[src/rtl/mul_arbiter_pkg.sv]
// Shared types for the multiplier arbiter and the units that talk to it.
package mul_arbiter_pkg;

   typedef enum logic [1:0] {
      mulop_mul,
      mulop_mulh,
      mulop_mulhsu,
      mulop_mulhu
   } rv32_mulop;

   typedef enum logic [1:0] {
      IDLE,
      BUSY,
      RESP,
      DRAIN
   } mul_arb_state_t;

endpackage

[src/rtl/rr_arbiter.sv]
// Combinational round-robin arbiter: first active request at or after ptr, wrapping.
module rr_arbiter #(
   parameter int unsigned R = 2,
   localparam int unsigned IdxW = (R > 1) ? $clog2(R) : 1
) (
   input  logic [R-1:0]    req,
   input  logic [IdxW-1:0] ptr,
   output logic [R-1:0]    gnt,
   output logic [IdxW-1:0] idx,
   output logic            any
);

   logic [IdxW-1:0] k;

   always_comb begin
      gnt = '0;
      idx = '0;
      any = 1'b0;
      k   = '0;
      for (int unsigned i = 0; i < R; i++) begin
         k = IdxW'((32'(ptr) + i) % R);
         if (!any && req[k]) begin
            any = 1'b1;
            idx = k;
         end
      end
      gnt[idx] = any;
   end

endmodule

[src/rtl/mul_arbiter.sv]
// Shares one iterative multiplier between R requesters; holds each result until its owner
// accepts it. No arithmetic here.
module mul_arbiter
   import mul_arbiter_pkg::*;
#(
   parameter int unsigned N = 32,
   parameter int unsigned R = 2
) (
   input  logic            i_clk,
   input  logic            i_rst,
   input  logic            i_flush,
   input  logic [R-1:0]    i_req_valid,
   output logic [R-1:0]    o_req_ready,
   input  rv32_mulop       i_req_op [R],
   input  logic [N-1:0]    i_req_a  [R],
   input  logic [N-1:0]    i_req_b  [R],
   input  logic [N-1:0]    i_req_c  [R],
   output logic [R-1:0]    o_rsp_valid,
   input  logic [R-1:0]    i_rsp_ready,
   output logic [N-1:0]    o_rsp_data,
   output logic            o_mul_en,
   output rv32_mulop       o_mul_op,
   output logic [N-1:0]    o_mul_a,
   output logic [N-1:0]    o_mul_b,
   output logic [N-1:0]    o_mul_c,
   input  logic [N-1:0]    i_mul_data,
   input  logic            i_mul_stall
);

   localparam int unsigned IdxW = (R > 1) ? $clog2(R) : 1;

   mul_arb_state_t  state_q, state_d;
   logic [IdxW-1:0] ptr_q, ptr_d;
   logic [IdxW-1:0] owner_q;
   logic            entry_q;
   rv32_mulop       op_q;
   logic [N-1:0]    a_q, b_q, c_q, rsp_q;

   logic [R-1:0]    gnt;
   logic [IdxW-1:0] gnt_idx;
   logic            gnt_any;
   logic            hs;
   logic            capture;
   logic            mul_done;

   rr_arbiter #(
      .R (R)
   ) u_rr (
      .req (i_req_valid),
      .ptr (ptr_q),
      .gnt (gnt),
      .idx (gnt_idx),
      .any (gnt_any)
   );

   // The stall seen on the entry cycle still reflects the multiplier's idle state.
   assign mul_done = !entry_q && !i_mul_stall;
   assign ptr_d    = (gnt_idx == IdxW'(R - 1)) ? '0 : gnt_idx + IdxW'(1);

   always_comb begin
      state_d     = state_q;
      o_req_ready = '0;
      o_rsp_valid = '0;
      o_mul_en    = 1'b0;
      hs          = 1'b0;
      capture     = 1'b0;
      unique case (state_q)
         IDLE: begin
            if (!i_flush && gnt_any) begin
               o_req_ready = gnt;
               hs          = 1'b1;
               state_d     = BUSY;
            end
         end
         BUSY: begin
            o_mul_en = 1'b1;
            if (i_flush) begin
               state_d = mul_done ? IDLE : DRAIN;
            end else if (mul_done) begin
               capture = 1'b1;
               state_d = RESP;
            end
         end
         RESP: begin
            o_rsp_valid[owner_q] = 1'b1;
            if (i_flush || i_rsp_ready[owner_q]) state_d = IDLE;
         end
         DRAIN: begin
            o_mul_en = 1'b1;
            if (!i_mul_stall) state_d = IDLE;
         end
         default: state_d = IDLE;
      endcase
   end

   always_ff @(posedge i_clk) begin
      if (i_rst) begin
         state_q <= IDLE;
         ptr_q   <= '0;
         owner_q <= '0;
         entry_q <= 1'b0;
         op_q    <= mulop_mul;
         a_q     <= '0;
         b_q     <= '0;
         c_q     <= '0;
         rsp_q   <= '0;
      end else begin
         state_q <= state_d;
         entry_q <= hs;
         if (hs) begin
            ptr_q   <= ptr_d;
            owner_q <= gnt_idx;
            op_q    <= i_req_op[gnt_idx];
            a_q     <= i_req_a[gnt_idx];
            b_q     <= i_req_b[gnt_idx];
            c_q     <= i_req_c[gnt_idx];
         end
         if (capture) rsp_q <= i_mul_data;
      end
   end

   assign o_mul_op   = op_q;
   assign o_mul_a    = a_q;
   assign o_mul_b    = b_q;
   assign o_mul_c    = c_q;
   assign o_rsp_data = rsp_q;

   a_rsp_onehot: assert property (@(posedge i_clk) disable iff (i_rst) $onehot0(o_rsp_valid));

   a_mul_stable: assert property (@(posedge i_clk) disable iff (i_rst)
      o_mul_en |=> (!o_mul_en || $stable({o_mul_op, o_mul_a, o_mul_b, o_mul_c})));

endmodule
[config.mk]
export PLATFORM = sky130hd
export DESIGN_NAME = mul_arbiter
export DESIGN_NICKNAME = d
export VERILOG_FILES = /design/src/rtl/mul_arbiter_pkg.sv /design/src/rtl/rr_arbiter.sv /design/src/rtl/mul_arbiter.sv
export SDC_FILE = /design/constraint.sdc
export NUM_CORES = 1
export LEC_CHECK = 0
export CORE_AREA = 2 2 143 145
export DETAILED_ROUTE_END_ITERATION = 8
export DIE_AREA = 0 0 145 147
export PLACE_DENSITY = 0.7
export SYNTH_ARGS = -nofsm -noshare
export SYNTH_HDL_FRONTEND = slang
export SYNTH_SLANG_ARGS = --single-unit
[constraint.sdc]
create_clock -name i_clk -period 1.97 [get_ports i_clk]
set_clock_uncertainty 0.1 [all_clocks]
set_input_delay 0.394 -clock i_clk [delete_from_list [all_inputs] [get_ports i_clk]]
set_output_delay 0.394 -clock i_clk [all_outputs]
set_load 0.02 [all_outputs]
==> impl_metrics.csv <==
group,metric,value,unit
yosys,syn_inst,724,
cells_and_area,fillers,1884,
timing,drv_slew,0,
pwr,power.leakage,4.00,nW
timing,hold_violations,0,
detailed_routing,drc,0,
cells_and_area,fin_area,10400,sq um
detailed_routing,viasPerCell,4.72,
global_route,grt_use_total,19.6,%
yosys,syn_area_per_cell,7.66,sq um
global_route,grt_pass1_vias,6382,
pwr,ir_worst_vdd,0.517,mV
cts,clock_latency,0.40,ns
detailed_routing,drt-total-wl,21500,microns
timing,relSlewSlack,64.0,%
floorplanning,io_pins,371,
floorplanning,die_h,147,microns
global_route,overflow,0,
floorplanning,coreArea,19800,sq um
run_status,failed_checks,"setup timing",
detailed_routing,wl_per_cell,15.7,microns
timing,setup_ws,-0.179,ns
cells_and_area,areaGrowthSynthToFinish,87.5,%
floorplanning,num_rows,52,
setup_path,start_kind,"flip-flop",
cts,cts_tree,"yes",
floorplanning,start_util,27.9,%
cells_and_area,drive_above_1_share,7.91,%
setup_path,worstPathMaxFanout,5,
timing,holdWs,0.295,ns
job,maxCapViolCount,0,
global_route,grt_pass1_wl,33600,microns
cts,clk_path_buf_depth,2,
global_route,grt_max_degree,70,
timing,tightest_slew,0.540,ns
floorplanning,die_w,145,microns
detailed_routing,drtIter0Drc,317,
place,gp_congestion,0.802,
timing,clock.fmax,0.465,GHz
cts,numCtsBuffers,17,
yosys,yosys-top-cells-area,"dfxtp_1 49%, a211oi_1 13%, a21oi_1 12%",
cts,cts-root-buf,"clkbuf_16",
place,place_area,9690,sq um
cts,h-tree-depth,4,
timing,period_share,109,%
cells_and_area,layout_common_cells,"360 x clkdlybuf4s50_1, 168 x nand2_1, 133 x a21oi_1, 133 x dfxtp_1, 104 x nor2_1",
yosys,synth-seq-area-share,48.7,%
yosys,syn-num-nets,960,
cells_and_area,fin_nets,1323,
yosys,yosys.area.top_type,"dfxtp_1",
setup_path,end_kind,"output pin",
detailed_routing,antenna_left,0,
cells_and_area,final_common_cell,"clkdlybuf4s50_1",
global_route,antenna_found_initial,0,
worst_hold_path,hold_class,"input pin to flip-flop",
timing,rsz0062_at_grt,"true",
setup_path,worstPathRequired,1.48,ns
yosys,synth_top_area_share,48.7,%
setup_path,crit_type,"flip-flop to output pin",
yosys,synth_seq_cells,135,
cts,clk_pin_slew_worst_paths,0.06,ns
place,dp_hpwl,15100,microns
cells_and_area,finalNonFillerCells,1370,
pwr,p_per_area,824,nW/um^2
detailed_routing,dr.pass1.iters,4,
cells_and_area,n_antenna_cell,0,
detailed_routing,vias,6469,
setup_path,cp.arrival,1.65,ns
timing,period_minus_slack,2.15,ns
place,io_buffers,370,
cts,clock_sinks,135,
cts,ctsHoldBuffers,0,
timing,setup_viol,1,
run_status,outcome,"finished with violations",
yosys,ys_types,21,
floorplanning,dieArea,21300,sq um
yosys,synth.yosys.warnings,0,
place,placed_cells,1331,
yosys,synth_area,5550,sq um
-- sequential cells by signal, indices dropped and copies added, names as in the netlist --
name,count
o_mul_b,32
o_mul_op,2
ptr_q,1
state_q,2
o_mul_c,32
o_rsp_data,32
owner_q,1
o_mul_a,32
entry_q,1
-- synthesized netlist by cell type, drive strengths merged --
| cell | n |
|---|---|
| clkbuf | 40 |
| a21boi | 1 |
| nand3 | 1 |
| inv | 5 |
| a211oi | 99 |
| nand2 | 168 |
| o31ai | 1 |
| o21ai | 1 |
| and3 | 2 |
| a21oi | 133 |
| o32a | 1 |
| or4 | 1 |
| mux2 | 2 |
| nor2 | 105 |
| a2111oi | 1 |
| buf | 26 |
| nor4 | 1 |
| a21o | 1 |
| dfxtp | 135 |
-- area by class of cell --
type / count / area [sq um] / share of cell area [%]
multi-input cells: 518 / 2580 / 24.8
inverters: 5 / 18.8 / 0.181
clock inverters: 14 / 188 / 1.81
clock buffers: 18 / 439 / 4.22
repair buffers: 410 / 4120 / 39.7
well taps: 270 / 338 / 3.25
flip-flops and latches: 135 / 2710 / 26.1
-- where the power goes --
group | internal (mW) | switching [mW] | total (mW)
Combinational | 1.10 | 0.991 | 2.09
Clock | 2.07 | 1.35 | 3.42
Sequential | 2.95 | 0.112 | 3.06
Total | 6.11 | 2.45 | 8.56
-- critical path, cell delays in order (launching register included) --
cell	delay, ns
dfxtp_4	0.34
buf_6	0.12
or4_4	0.53
nor2_1	0.10
buf_4	0.15
-- metrics by stage --
step / setup slack, ns / power, mW / util [%] / TNS, ns
detailed placement: -0.549 / 5.19 / 48.8 / -37.80
global placement: -0.577 / 5.17 / 48.8 / -37.93
finish: -0.179 / 8.56 / 52.4 / -0.179
global route: -0.221 / 8.94 / 52.4 / -0.284
CTS: -0.225 / 8.64 / 52.2 / -0.225
floorplan: 0.00367 / 4.02 / - / 0
-- routing by layer --
layer / share of wire [%] / vias to the layer above / global-route usage [%]
met5: 0 / - / 0
met4: 3.3 / 0 / 7.97
met3: 8.2 / 44 / 7.48
met2: 47 / 268 / 32.8
met1: 42 / 2955 / 22.6
li1: - / 3202 / -
-- final timing paths --
path                                             startpoint                          end  slack (ns)  cells past startpoint
worst max-delay path                state_q[0]$_SDFFE_PP0P_               o_req_ready[0]       -0.18                      4
worst min-delay path                                  i_rst           entry_q$_SDFF_PP0_        0.30                      2
worst max register to register      state_q[0]$_SDFFE_PP0P_     o_mul_a[13]$_SDFFE_PP0P_        0.10                      6
worst min register to register  o_rsp_data[11]$_SDFFE_PP0P_  o_rsp_data[11]$_SDFFE_PP0P_        0.35                      2
-- cell families after synthesis --
logic type / count (synthesis) / synth area share, %
DFF: 135 / 48.7
buffers and inverters: 71 / 5.30
and+or+nand+nor: 278 / 19.3
muxes: 2 / 0.406
AOI/OAI and AO/OA: 238 / 26.2
-- timing repair --
action                                  in CTS  in global routing
gates cloned                                 0                  0
buffers inserted                             4                  3
resized for setup                           22                 11
pin swaps                                    2                  3
endpoints found under the setup margin      20                  4
No activity file was read; power rests on OpenSTA's default activity.
